**config.mk**
```make
export PLATFORM = sky130hd
export DESIGN_NAME = bin_to_bcd_sequencer_flat
export DESIGN_NICKNAME = d
export VERILOG_FILES = /design/src/rtl/bin_to_bcd_sequencer_if.sv /design/src/rtl/bin_to_bcd_sequencer.sv /design/src/flat_wrapper.sv
export SDC_FILE = /design/constraint.sdc
export NUM_CORES = 1
export LEC_CHECK = 0
export BUFFER_PORTS_ARGS = -buffer_cell sky130_fd_sc_hd__buf_4
export CAP_MARGIN = 20
export CELL_PAD_IN_SITES_DETAIL_PLACEMENT = 2
export CELL_PAD_IN_SITES_GLOBAL_PLACEMENT = 2
export CORE_ASPECT_RATIO = 0.9
export CORE_MARGIN = 8
export CORE_UTILIZATION = 29
export CTS_CLUSTER_SIZE = 12
export DETAILED_ROUTE_END_ITERATION = 10
export GPL_ROUTABILITY_DRIVEN = 0
export HOLD_SLACK_MARGIN = 0.15
export PLACE_DENSITY_LB_ADDON = 0.12
export SLEW_MARGIN = 0
export SYNTH_ARGS = -nofsm -noshare
export SYNTH_HDL_FRONTEND = slang
export SYNTH_SLANG_ARGS = --single-unit
```
**constraint.sdc**
```tcl
create_clock -name clk -period 2.09 [get_ports clk]
set_input_delay 0.418 -clock clk [delete_from_list [all_inputs] [get_ports clk]]
set_output_delay 0.418 -clock clk [all_outputs]
set_load 0.01 [all_outputs]
```
**src/rtl/bin_to_bcd_sequencer_if.sv**
```systemverilog
// Handshake and datapath bundle between the binary-to-BCD sequencer, its producer/consumer
// and the external BCD doubling stage.
interface bin_to_bcd_sequencer_if #(
    parameter int numberOfDigits = 3,
    parameter int binWidth       = 10
);
    logic [binWidth-1:0]         binIn;
    logic                        binValid;
    logic                        binReady;
    logic [4*numberOfDigits-1:0] bcdOut;
    logic                        bcdOverflow;
    logic                        bcdValid;
    logic                        bcdReady;
    logic [4*numberOfDigits-1:0] dpDigitIn;
    logic                        dpDigitCIn;
    logic [4*numberOfDigits-1:0] dpDigitOut;
    logic                        dpDigitCOut;

    modport slave (
        input  binIn, binValid, bcdReady, dpDigitOut, dpDigitCOut,
        output binReady, bcdOut, bcdOverflow, bcdValid, dpDigitIn, dpDigitCIn
    );

    modport master (
        output binIn, binValid, bcdReady, dpDigitOut, dpDigitCOut,
        input  binReady, bcdOut, bcdOverflow, bcdValid, dpDigitIn, dpDigitCIn
    );
endinterface

```
**src/rtl/bin_to_bcd_sequencer.sv**
```systemverilog
// Double-dabble style controller: feeds one binary bit per step (MSB first) into an
// external BCD doubling stage and accumulates the packed BCD result.
module bin_to_bcd_sequencer #(
    parameter int numberOfDigits = 3,
    parameter int binWidth       = 10,
    parameter int dpLatency      = 1
) (
    input logic                    clk,
    input logic                    rst,
    bin_to_bcd_sequencer_if.slave  bus
);
    localparam int StepW = (dpLatency > 0) ? $clog2(dpLatency + 1) : 1;
    localparam int BitW  = (binWidth > 1) ? $clog2(binWidth) : 1;

    typedef enum logic [1:0] {IDLE, STEP, DONE} state_t;

    state_t                      stateReg;
    logic                        binReadyReg;
    logic                        bcdValidReg;
    logic [4*numberOfDigits-1:0] bcdOutReg;
    logic                        bcdOverflowReg;
    logic [4*numberOfDigits-1:0] accReg;
    logic                        bitReg;
    logic                        ovfReg;
    logic [binWidth-1:0]         shiftReg;
    logic [binWidth-1:0]         shiftNext;
    logic [BitW-1:0]             bitCnt;
    logic [StepW-1:0]            stepCnt;

    assign shiftNext = shiftReg << 1;

    // accReg/bitReg are the datapath operands; they only change on a capture edge,
    // so the stage sees constant inputs for the full dpLatency+1 cycles of a step.
    always_ff @(posedge clk) begin
        if (rst) begin
            stateReg       <= IDLE;
            binReadyReg    <= 1'b1;
            bcdValidReg    <= 1'b0;
            bcdOutReg      <= '0;
            bcdOverflowReg <= 1'b0;
            accReg         <= '0;
            bitReg         <= 1'b0;
            ovfReg         <= 1'b0;
            shiftReg       <= '0;
            bitCnt         <= '0;
            stepCnt        <= '0;
        end else begin
            case (stateReg)
                IDLE: begin
                    if (bus.binValid) begin
                        shiftReg    <= bus.binIn;
                        accReg      <= '0;
                        bitReg      <= bus.binIn[binWidth-1];
                        ovfReg      <= 1'b0;
                        bitCnt      <= BitW'(binWidth - 1);
                        stepCnt     <= '0;
                        binReadyReg <= 1'b0;
                        stateReg    <= STEP;
                    end
                end
                STEP: begin
                    if (stepCnt == StepW'(dpLatency)) begin
                        accReg   <= bus.dpDigitOut;
                        ovfReg   <= ovfReg | bus.dpDigitCOut;
                        shiftReg <= shiftNext;
                        bitReg   <= shiftNext[binWidth-1];
                        stepCnt  <= '0;
                        if (bitCnt == '0) begin
                            bcdOutReg      <= bus.dpDigitOut;
                            bcdOverflowReg <= ovfReg | bus.dpDigitCOut;
                            bcdValidReg    <= 1'b1;
                            stateReg       <= DONE;
                        end else begin
                            bitCnt <= bitCnt - 1'b1;
                        end
                    end else begin
                        stepCnt <= stepCnt + 1'b1;
                    end
                end
                DONE: begin
                    if (bus.bcdReady) begin
                        bcdValidReg <= 1'b0;
                        binReadyReg <= 1'b1;
                        stateReg    <= IDLE;
                    end
                end
                default: stateReg <= IDLE;
            endcase
        end
    end

    assign bus.binReady    = binReadyReg;
    assign bus.bcdValid    = bcdValidReg;
    assign bus.bcdOut      = bcdOutReg;
    assign bus.bcdOverflow = bcdOverflowReg;
    assign bus.dpDigitIn   = accReg;
    assign bus.dpDigitCIn  = bitReg;
endmodule

```
**src/flat_wrapper.sv**
```systemverilog
// flat-port wrapper written by rule: the top's interface ports become plain ports
module bin_to_bcd_sequencer_flat 
#(
    parameter int numberOfDigits = 3,
    parameter int binWidth       = 10,
    parameter int dpLatency      = 1
)
  (clk, rst, bus_binIn, bus_binValid, bus_bcdReady, bus_dpDigitOut, bus_dpDigitCOut, bus_binReady, bus_bcdOut, bus_bcdOverflow, bus_bcdValid, bus_dpDigitIn, bus_dpDigitCIn);
  bin_to_bcd_sequencer_if #(.numberOfDigits(numberOfDigits), .binWidth(binWidth)) bus_i ();
  input logic clk;
  input logic rst;
  input wire logic [$bits(bus_i.binIn)-1:0] bus_binIn;
  input wire logic [$bits(bus_i.binValid)-1:0] bus_binValid;
  input wire logic [$bits(bus_i.bcdReady)-1:0] bus_bcdReady;
  input wire logic [$bits(bus_i.dpDigitOut)-1:0] bus_dpDigitOut;
  input wire logic [$bits(bus_i.dpDigitCOut)-1:0] bus_dpDigitCOut;
  output wire logic [$bits(bus_i.binReady)-1:0] bus_binReady;
  output wire logic [$bits(bus_i.bcdOut)-1:0] bus_bcdOut;
  output wire logic [$bits(bus_i.bcdOverflow)-1:0] bus_bcdOverflow;
  output wire logic [$bits(bus_i.bcdValid)-1:0] bus_bcdValid;
  output wire logic [$bits(bus_i.dpDigitIn)-1:0] bus_dpDigitIn;
  output wire logic [$bits(bus_i.dpDigitCIn)-1:0] bus_dpDigitCIn;
  assign bus_i.binIn = bus_binIn;
  assign bus_i.binValid = bus_binValid;
  assign bus_i.bcdReady = bus_bcdReady;
  assign bus_i.dpDigitOut = bus_dpDigitOut;
  assign bus_i.dpDigitCOut = bus_dpDigitCOut;
  assign bus_binReady = bus_i.binReady;
  assign bus_bcdOut = bus_i.bcdOut;
  assign bus_bcdOverflow = bus_i.bcdOverflow;
  assign bus_bcdValid = bus_i.bcdValid;
  assign bus_dpDigitIn = bus_i.dpDigitIn;
  assign bus_dpDigitCIn = bus_i.dpDigitCIn;
  bin_to_bcd_sequencer #(.numberOfDigits(numberOfDigits), .binWidth(binWidth), .dpLatency(dpLatency)) u_core (.clk(clk), .rst(rst), .bus(bus_i));
endmodule
```
# After elaboration in Yosys (flattened, before gate mapping)
# Cells that the tools add are included.
[op_classes]
n_addsub = 2
eq_ne = 7
muxes = 29
bitwise = 1
reduce_logical = 12
[ops]
columns = ["cell", "count"]
rows = [
  ["12-bit 2-to-1 mux", 2],
  ["12-bit case mux with 2 select lines", 1],
  ["9-bit 2-to-1 mux", 2],
  ["9-bit case mux with 2 select lines", 1],
  ["4-bit 2-to-1 mux", 3],
  ["4-bit AND reduction", 3],
  ["1-bit case mux with 2 select lines", 5],
  ["1-bit 2-to-1 mux", 9],
  ["3-bit AND reduction", 3],
  ["2-bit 2-to-1 mux", 4],
  ["4-bit case mux with 2 select lines", 1],
  ["2-bit inequality test (second input constant)", 3],
  ["2-bit case mux with 3 select lines", 1],
  ["2-bit nonzero test", 3],
  ["4-bit logical NOT", 1],
  ["2-bit by 1-bit inequality test with 1-bit output (second input constant)", 2],
  ["4-bit by 1-bit subtractor with 4-bit output (second input constant)", 1],
  ["2-bit by 1-bit equality test with 1-bit output (second input constant)", 1],
  ["2-bit equality test (second input constant)", 1],
  ["2-bit logical NOT", 1],
  ["2-bit AND reduction", 1],
  ["1-bit adder (second input constant)", 1],
  ["1-bit bitwise OR", 1],
]
[word_totals]
register_bits = 45
in_bits = 27
out_inout_bits = 28
word_cells = 62

# Depth between registers and ports, before layout
# Gate-level depths: netlist of run 1.
[depth]
ltp_word = 4
mapped_depth = 6
ltp_nobuf = 5

# Worst setup path before layout of run 1
# No wires, ideal clock.
[synth_timing]
kind = "register to register"
startpoint = "register u_core.bitCnt[0]"
endpoint = "register u_core.bcdOutReg[11] (netlist: u_core.bus.bcdOut[11])"
setup_ps = 132
arrival_time_ps = 1342
t_required_ps = 1958
slack_ps = 616
path_stages_with_launch = 7
period_less_slack_ps = 1474
path_cell_list = "dfxtp_1 > inv_1 > ha_1 > or3b_1 > clkbuf_1 > o21ai_0 > a21oi_1"
[synth_via]
elab_chain_cells = 2
[synth_lines]
columns = ["element", "line", "text"]
rows = [
  ["start: declaration", "bin_to_bcd_sequencer.sv:27", "logic [BitW-1:0] bitCnt;"],
  ["start signal: assignment", "bin_to_bcd_sequencer.sv:55", "bitCnt <= BitW'(binWidth - 1);"],
  ["start signal: assignment", "bin_to_bcd_sequencer.sv:74", "bitCnt <= bitCnt - 1'b1;"],
  ["4-bit logical NOT", "bin_to_bcd_sequencer.sv:68", "if (bitCnt == '0) begin"],
  ["3-bit AND reduction (no line)", "n/a", ""],
  ["end signal: assignment", "bin_to_bcd_sequencer.sv:69", "bcdOutReg <= bus.dpDigitOut;"],
  ["end: declaration", "bin_to_bcd_sequencer.sv:20", "logic [4*numberOfDigits-1:0] bcdOutReg;"],
]
# No other way between the ends.
# A chain may end at the register's enable or synchronous reset.

# Worst setup path after layout of run 1
[layout_timing]
startpoint = "register u_core.bitCnt[0]"
endpoint = "register u_core.bcdOutReg[7] (netlist: u_core.bus.bcdOut[7])"
# The elaborated chain is that of the path after synthesis.

==> metrics.txt, run 1 <==
result of the run finished clean; cells after synthesis around 220; arrival time at the worst endpoint 1.88 ns; total routing resource utilization after global routing a little over an eighth; Total Negative Setup Slacks 0 ns; filler cell count approximately 760; antenna violations before repair 0; Residual DRC 0; crit path time final approximately 1.7 ns; clock root cell sky130_fd_sc_hd__clkbuf_8; placeable core region 6516 um^2; setup repair after global routing missed its margin no; number of antenna repair diodes 0; Max Transition Viols Final 0; number of enable-type register cells in the synthesized netlist 0; worst hold slack across all endpoints 0.3790 ns; Die Y-Extent ~93 um; width of the die a little over 100 um; post-CTS sizing 0; sink count of the clock tree 45; via count of the first global-routing pass between 2000 and 2500; via total after detailed routing around 1900; post-synthesis async set-or-reset flop share 0%; Worst Tran Pin Value between 0.6 and 0.7 ns; clock slew at the register clock pins of the worst setup and hold paths around 0.080 ns; clock tree from TritonCTS done; share of the cycle needed by the critical path after routing approximately four fifths; number of hold buffers added after CTS 0; final clock skew 0.002535 ns; top fanout value on the critical path 14; count of nets left with antenna violations after detail routing 0; CP Class reg2reg; register-to-register setup slack 0.39 ns; required time reported for the critical path endpoint 2.27 ns; final core utilization 38.56%; sequential cell area fraction in the yosys report 46.57%; layout cell share with drive strength beyond 1 a little over a quarter; Starting Density between 20% and 30%; vias per inst 5.082; number of synthesized register bits 45; worst hold path type in2reg; cell area power density 710.8 nW/um^2; final hold violation count 0; final HPWL from detailed placement between 4000 and 5000 um; wire per inst around 17 um; drt pass-1 iters 4; Port-buffer cells 54; Netlist Area Pre-Place 1934 um^2; Net Count, Synth 250; Iteration-0 DRC Markers 66; number of standard-cell rows in the floorplan 28; H-tree depth reported by CTS 2; insertion delay of the later-clocked pin in the worst-skew pair about 0.29 ns; maximum number of pins on one net before global-route repair 29; detailed-route wire length 6356 um; Static Leakage ~0.99 nW; Max clock buf depth 2; worst-case headroom to the max-slew limit approximately 55%; maximum clock frequency roughly 0.59 GHz; worst ir drop on vdd ~0.35 mV; aggregate global routing overflow 0; total setup buffers inserted after CTS 0; io pins 55; critical path launch point type register; kind of capture point of the worst setup path register; yosys warns 0; full die area roughly 9500 um^2; global-route wire length before repair between 10000 and 15000 um; number of max-cap violations 0; syn avg cell area about 9 um^2; area added between synthesis and finish 29.88%; total of endpoints with negative setup slack in the final report 0; total CTS buffers 5; final-stage net count approximately 300; Primary FF master, synth sky130_fd_sc_hd__dfxtp_1; unique cell type count in the Yosys netlist 32
[layout by cell type, fill, tap and decap left out, drive strengths merged]
cell type / instances
inv: 5
nor3b: 1
nor4: 1
nand2: 15
nor2: 2
mux2: 1
nor2b: 3
o21ai: 30
nand3: 15
o21bai: 1
a31oi: 2
buf: 65
or4: 2
mux2i: 11
a21oi: 41
a32o: 1
o41ai: 1
ha: 2
or3: 2
o211ai: 1
nand3b: 2
a311oi: 11
nand2b: 2
dfxtp: 45
clkbuf: 8
and3b: 2
a41o: 1
or3b: 1
[final cells by class]
cell class	instances	area (um^2)	share of cell area (%)
inverter	5	18.77	0.7470
sequential	45	900.9	35.86
tap	90	112.6	4.482
multi-input combinational	151	912.1	36.30
clock buffer	8	80.08	3.187
timing repair buffer	65	488.0	19.42
[flip-flops by register name, summed over array words and instances, names as in the netlist, 2 cells and up]
register / count
u_core.bus.dpDigitIn: 12
u_core.shiftReg: 9
u_core.bus.bcdOut: 12
u_core.bitCnt: 4
u_core.stateReg: 2
[cells in the mapped netlist (2+ instances only)]
| master | instances | share of area (%) |
|---|---|---|
| sky130_fd_sc_hd__mux2i_1 | 11 | 5.7 |
| sky130_fd_sc_hd__a31oi_1 | 2 | 0.65 |
| sky130_fd_sc_hd__nand2_1 | 15 | 2.9 |
| sky130_fd_sc_hd__nand3b_1 | 2 | 0.78 |
| sky130_fd_sc_hd__and3b_1 | 2 | 0.91 |
| sky130_fd_sc_hd__ha_1 | 2 | 1.3 |
| sky130_fd_sc_hd__a21oi_1 | 41 | 11 |
| sky130_fd_sc_hd__nor2b_1 | 3 | 0.97 |
| sky130_fd_sc_hd__nand3_1 | 15 | 3.9 |
| sky130_fd_sc_hd__inv_1 | 5 | 0.97 |
| sky130_fd_sc_hd__clkbuf_1 | 10 | 1.9 |
| sky130_fd_sc_hd__nor2_1 | 2 | 0.39 |
| sky130_fd_sc_hd__or4_1 | 2 | 0.78 |
| sky130_fd_sc_hd__o21ai_0 | 29 | 7.5 |
| sky130_fd_sc_hd__a311oi_1 | 11 | 5.0 |
| sky130_fd_sc_hd__nand2b_1 | 2 | 0.65 |
| sky130_fd_sc_hd__or3_1 | 2 | 0.65 |
| sky130_fd_sc_hd__buf_4 | 4 | 1.6 |
| sky130_fd_sc_hd__buf_2 | 4 | 1.0 |
| sky130_fd_sc_hd__dfxtp_1 | 45 | 47 |
[where the power goes]
group | internal [W] | switching (W) | leakage (nW)
logic | 0.000143 | 0.000180 | 0.585
clock network | 0.000238 | 0.000282 | 0.0395
registers | 0.000901 | 0.0000416 | 0.367
[path summary, 6_finish.rpt]
| kind | from | end | cells past startpoint |
|---|---|---|---|
| setup / recovery | u_core.bitCnt[0]$_SDFFE_PP0P_ | u_core.bus.bcdOut[7]$_SDFFE_PP0P_ | 5 |
| hold / removal | bus_dpDigitOut[7] | u_core.bus.dpDigitIn[7]$_SDFFE_PP0P_ | 3 |
| setup reg to reg | u_core.bitCnt[0]$_SDFFE_PP0P_ | u_core.bus.bcdOut[7]$_SDFFE_PP0P_ | 5 |
| hold reg to reg | u_core.bus.bcdValid$_SDFFE_PP0P_ | u_core.bus.bcdValid$_SDFFE_PP0P_ | 2 |
[worst max-delay path: stages (launching register included)]
cell	delay, ns
sky130_fd_sc_hd__dfxtp_1	0.35
sky130_fd_sc_hd__inv_1	0.12
sky130_fd_sc_hd__ha_1	0.20
sky130_fd_sc_hd__or3b_1	0.55
sky130_fd_sc_hd__o21ai_0	0.26
sky130_fd_sc_hd__a21oi_1	0.10
[logic make-up after synthesis]
kind of cell	synth area share (%)
buffers and inverters	6.274
adders and majority gates	1.293
DFF	46.57
and+or+nand+nor	13.32
AOI/OAI and AO/OA	26.26
muxes	6.274
[layer usage]
layer,track usage [%],wire length (um),share of wire (%)
met3,3.341,259,4.1
met1,17.10,2986,47
met2,22.55,3064,48
met4,3.663,46,0.72
met5,0,0,0
[through the flow]
step	setup slack [ns]	total power [W]	cell area, um^2	cells
2_1_floorplan	0.6158	0.001144	1934	221
3_3_place_gp	0.5002	0.001280	2432	356
3_5_place_dp	0.4179	0.001287	2432	356
4_1_cts	0.3697	0.001820	2512	364
5_1_grt	0.2607	0.001882	2512	364
6_report	0.3860	0.001786	2512	364
Note: power is estimated with default switching activity, not from simulation.
==> inputs of run 2 (changes only) <==
- CORE_UTILIZATION: 29 -> 27
- clock period: 2.09 -> 1.4 ns (I/O delays scaled with it)
==> run 2 against run 1 <==
Sequential power is 48% higher. Power is 61% higher. Die area is 6.2% higher. Critical path type unchanged. Clock-buffer cell count stayed put. Register-to-register slack worse by 0.45 ns. Design area is 13% higher. Clock power is 57% higher. The run now ends with setup timing left. Largest cell class unchanged. Critical path depth stayed put. Final cell count is 4.9% higher. Largest power group unchanged. Clock skew is 0.0064 ns higher. First-iteration DRC count is 12% lower. Fmax is 17% higher.
==> metrics.txt, run 2 (synthesized netlist as in run 1, its figures left out) <==
Iteration-0 DRC Markers between 50 and 60; worst hold path type in2reg; worst-case headroom to the max-slew limit between 70% and 80%; drt pass-1 iters 2; top fanout value on the critical path 6; area added between synthesis and finish 47.28%; final hold violation count 0; via total after detailed routing about 1900; top library cells by usage in the layout, fill and taps aside 71 x sky130_fd_sc_hd__buf_4, 41 x sky130_fd_sc_hd__dfxtp_1, 30 x sky130_fd_sc_hd__a21oi_1, 18 x sky130_fd_sc_hd__o21ai_0, 14 x sky130_fd_sc_hd__nand2_1; final-stage net count ~320; Worst Tran Pin Value ~0.39 ns; clock slew at the register clock pins of the worst setup and hold paths 0.09 ns; clock tree from TritonCTS done; number of antenna repair diodes 0; delay contributed by the slowest stage of the critical path ~0.37 ns; number of standard-cell rows in the floorplan 29; cell area power density approximately 1000 nW/um^2; required time reported for the critical path endpoint approximately 1.6 ns; kind of capture point of the worst setup path register; Final Worst Setup Slack -0.06252 ns; Slowest-stage cell, CP sky130_fd_sc_hd__nor3b_4; total of endpoints with negative setup slack in the final report 3; total power between 0.002 and 0.003 W; Max Transition Viols Final 0; result of the run finished with violations; critical path launch point type register; full die area approximately 10000 um^2; global-route wire length before repair roughly 11000 um; worst hold slack across all endpoints about 0.23 ns; Static Leakage ~1.1 nW; Die Y-Extent around 96 um; crit path time final approximately 1.5 ns; maximum number of pins on one net before global-route repair 28; detailed-route wire length between 6000 and 7000 um; placeable core region around 7000 um^2; sink count of the clock tree 45; final clock skew around 0.0089 ns; list of cells traversed by the critical path inv_2 > ha_4 > nor3b_4 > a21oi_1 > a311oi_1; io pins 55; count of nets left with antenna violations after detail routing 0; most frequent standard cell in the layout excluding fill and tap cells sky130_fd_sc_hd__buf_4; total routing resource utilization after global routing a little over an eighth; maximum clock frequency 0.6838 GHz; number of max-cap violations 0; setup repair after global routing missed its margin yes; Starting Density 27.62%; arrival time at the worst endpoint 1.67 ns; H-tree depth reported by CTS 2; clock root cell sky130_fd_sc_hd__clkbuf_8; register-to-register setup slack -0.06 ns; filler cell count between 700 and 800; Max clock buf depth 2; number of hold buffers added after CTS 0; Port-buffer cells 54; CP Class reg2reg; total CTS buffers 5; antenna violations before repair 0; worst ir drop on vdd around 0.35 mV; Residual DRC 0; aggregate global routing overflow 0; vias per inst 5.034; width of the die roughly 110 um; via count of the first global-routing pass 2041; layout cell share with drive strength beyond 1 a little over two fifths; failing checks setup timing; wire per inst roughly 18 um; final HPWL from detailed placement roughly 4700 um; share of the cycle needed by the critical path after routing 104.5%; insertion delay of the later-clocked pin in the worst-skew pair slightly above 0.3 ns
[run 2: final cells by class]
type / instances / area [um^2] / share of cell area (%)
timing repair buffer: 79 / 631.9 / 22.18
inverter: 5 / 18.77 / 0.6588
tap: 93 / 116.4 / 4.084
clock buffer: 8 / 80.08 / 2.811
sequential: 45 / 905.9 / 31.80
multi-input combinational: 152 / 1096 / 38.47
[run 2: layer usage]
layer,vias to the layer above,global-route usage [%],wire length (um)
li1,944,-,-
met1,941,15.41,3111
met2,31,22.98,3276
met3,7,3.548,233
met4,0,3.677,72
met5,-,0,0
[run 2: report_power, final]
part / internal, W / leakage [nW] / switching (W)
Clock: 0.000356 / 0.0395 / 0.000461
Sequential: 0.00135 / 0.368 / 0.0000531
Combinational: 0.000317 / 0.678 / 0.000345
Total: 0.00202 / 1.09 / 0.000859
[run 2: critical path, delay by kind of cell, from the launching register on]
kind / cells / cell delay, ns
compound gates: 2 / 0.43
simple gates: 1 / 0.37
flops: 1 / 0.33
fa+ha+maj: 1 / 0.15
buf+inv: 1 / 0.08
[run 2: path summary, 6_finish.rpt]
check / from / endpoint / cells past startpoint
setup / recovery: u_core.bitCnt[0]$_SDFFE_PP0P_ / u_core.bus.bcdOverflow$_SDFFE_PP0P_ / 5
hold / removal: bus_dpDigitOut[3] / u_core.bus.dpDigitIn[3]$_SDFFE_PP0P_ / 3
setup reg to reg: u_core.bitCnt[0]$_SDFFE_PP0P_ / u_core.bus.bcdOverflow$_SDFFE_PP0P_ / 5
hold reg to reg: u_core.bus.dpDigitIn[2]$_SDFFE_PP0P_ / u_core.bus.dpDigitIn[2]$_SDFFE_PP0P_ / 2
[run 2: repair_timing]
| action | CTS | global route |
|---|---|---|
| gates resized for setup | 10 | 36 |
| gates cloned | 1 | 0 |
| setup buffers | 3 | 1 |
| endpoints found under the setup margin | 5 | 21 |
| pin swaps | 6 | 24 |
| hold endpoints to repair | 0 | 0 |
[run 2: metrics by stage]
| step | instances | setup TNS, ns | instance area [um^2] | setup WS, ns | util, % |
|---|---|---|---|---|---|
| after floorplan | 221 | 0 | 1957 | 0.0001328 | - |
| after global placement | 369 | -0.01364 | 2536 | -0.01364 | 36.22 |
| after detailed placement | 369 | -0.1155 | 2536 | -0.05083 | 36.22 |
| after CTS | 381 | 0 | 2689 | 0.006007 | 38.40 |
| after global routing | 382 | -1.280 | 2849 | -0.1639 | 40.68 |
| final | 382 | -0.09784 | 2849 | -0.06252 | 40.68 |
==> inputs of run 3 (changes only) <==
- CORE_UTILIZATION: 27 -> 30
- clock period: 1.4 -> 1.7 ns (I/O delays scaled with it)
==> run 3 against run 2 <==
The run now ends clean. First-iteration DRC count fell by 1.7%. Largest cell class unchanged. Critical path depth increased by 1. Utilization grew 0.71 points. Clock-buffer cell count down 1. Fmax is 6.5% lower. Clock skew down 0.00066 ns. Global-route usage rose by 0.98 points. Combinational power is 37% lower. Critical endpoint is now u_core.bitCnt[1]$_SDFFE_PP0P_. Wire length is 5.3% lower.
==> metrics.txt, run 3 (synthesized netlist as in run 1, its figures left out) <==
result of the run finished clean; Combinational Power Share roughly 17%; number of max-cap violations 0; detailed-route wire length ~6300 um; io pins 55; clock slew at the register clock pins of the worst setup and hold paths about 0.09 ns; Die Y-Extent just over 90 um; most frequent standard cell in the layout excluding fill and tap cells sky130_fd_sc_hd__buf_4; number of antenna repair diodes 0; global-route wire length before repair 10610 um; sink count of the clock tree 45; Pint around 0.0018 W; clock tree from TritonCTS done; setup repair after global routing missed its margin no; Static Leakage 1.014 nW; Iteration-0 DRC Markers 57; count of nets left with antenna violations after detail routing 0; aggregate global routing overflow 0; number of standard-cell rows in the floorplan 27; via total after detailed routing 1884; Starting Density a little under a third; Total Negative Setup Slacks 0 ns; switching power as a share of total power roughly a quarter; maximum number of pins on one net before global-route repair 36; width of the die a little over 100 um; total CTS buffers 5; layout cell share with drive strength beyond 1 about 29%; worst-case headroom to the max-slew limit between 70% and 80%; arrival time at the worst endpoint approximately 1.8 ns; crit path time final about 1.6 ns; post-CTS sizing 1; Port-buffer cells 54; maximum clock frequency roughly 0.64 GHz; clock share of power 34.9%; final clock skew slightly above 0.008 ns; total routing resource utilization after global routing between 10% and 20%; critical path launch point type register; full die area 9277 um^2; kind of capture point of the worst setup path register; insertion delay of the later-clocked pin in the worst-skew pair 0.30 ns; placeable core region between 6000 and 7000 um^2; Max Transition Viols Final 0; Worst Tran Pin Value 0.3938 ns; area used by multi-input combinational logic between 900 and 1000 um^2; worst hold path type in2reg; worst hold slack across all endpoints just under 0.3 ns; final-stage net count slightly above 300; number of hold buffers added after CTS 0; cell area power density approximately 940 nW/um^2; clock root cell sky130_fd_sc_hd__clkbuf_8; CP Class reg2reg; final design area excluding fillers ~2600 um^2; final HPWL from detailed placement 4662 um; top library cells by usage in the layout, fill and taps aside 66 x sky130_fd_sc_hd__buf_4, 43 x sky130_fd_sc_hd__dfxtp_1, 41 x sky130_fd_sc_hd__a21oi_1, 29 x sky130_fd_sc_hd__o21ai_0; Net Sw Power about 0.00063 W; worst ir drop on vdd 0.4358 mV; wire per inst approximately 18 um; total of endpoints with negative setup slack in the final report 0; top fanout value on the critical path 9; sequential cell fraction of total power ~48%; H-tree depth reported by CTS 2; Residual DRC 0; total setup buffers inserted after CTS 0; antenna violations before repair 0; final hold violation count 0; required time reported for the critical path endpoint ~1.9 ns; area taken by flip-flops and latches around 900 um^2; filler cell count ~710; vias per inst 5.204; drt pass-1 iters 4; share of the cycle needed by the critical path after routing between 90 and 100%; Max clock buf depth 2; area added between synthesis and finish 32.28%; dpl cell area ~2400 um^2; via count of the first global-routing pass around 2100
## run 3: critical path, cell delays in order (launching register included)
cell                      delay (ns)
sky130_fd_sc_hd__dfxtp_2        0.35
sky130_fd_sc_hd__inv_1          0.08
sky130_fd_sc_hd__ha_1           0.24
sky130_fd_sc_hd__nor3b_2        0.18
sky130_fd_sc_hd__buf_4          0.18
sky130_fd_sc_hd__or3_1          0.31
sky130_fd_sc_hd__a31oi_1        0.16
## run 3: path summary, 6_finish.rpt
kind                                    startpoint                                    to  slack [ns]  cells past startpoint
setup / recovery     u_core.bitCnt[0]$_SDFFE_PP0P_         u_core.bitCnt[1]$_SDFFE_PP0P_        0.14                      6
hold / removal                   bus_dpDigitOut[4]  u_core.bus.dpDigitIn[4]$_SDFFE_PP0P_        0.29                      3
setup reg to reg     u_core.bitCnt[0]$_SDFFE_PP0P_         u_core.bitCnt[1]$_SDFFE_PP0P_        0.14                      6
hold reg to reg   u_core.bus.bcdValid$_SDFFE_PP0P_      u_core.bus.bcdValid$_SDFFE_PP0P_        0.47                      2
## run 3: power groups by stage
| stage | sequential [W] | combinational (W) | clock, W |
|---|---|---|---|
| after floorplan | 0.00117 | 0.000236 | 0 |
| after global placement | 0.00117 | 0.000402 | 0 |
| after detailed placement | 0.00117 | 0.000414 | 0 |
| after CTS | 0.00115 | 0.000421 | 0.000862 |
| after global routing | 0.00116 | 0.000456 | 0.000912 |
| final | 0.00115 | 0.000416 | 0.000840 |
## run 3: per-layer routing
layer	GRT usage, %	share of wire [%]
met1	17.11	46
met2	23.59	48
met3	4.079	5.2
met4	3.396	0.65
met5	0	0
## run 3: layout make-up
cell class | instances | area share, %
inverters | 5 | 0.7335
well taps | 87 | 4.254
clock inverters | 1 | 1.174
repair buffers | 66 | 19.36
clock buffers | 7 | 3.374
multi-input cells | 151 | 35.79
flip-flops and latches | 45 | 35.31
## run 3: per-stage QoR
step                std cells  total power [W]  util (%)  setup WS (ns)
detailed placement        354         0.001587     39.41       -0.02284
CTS                       362         0.002432     41.33        0.08062
global route              362         0.002527     41.39       0.006409
floorplan                 221         0.001406         -         0.2258
finish                    362         0.002404     41.39         0.1358
global placement          354         0.001573     39.41        0.08824
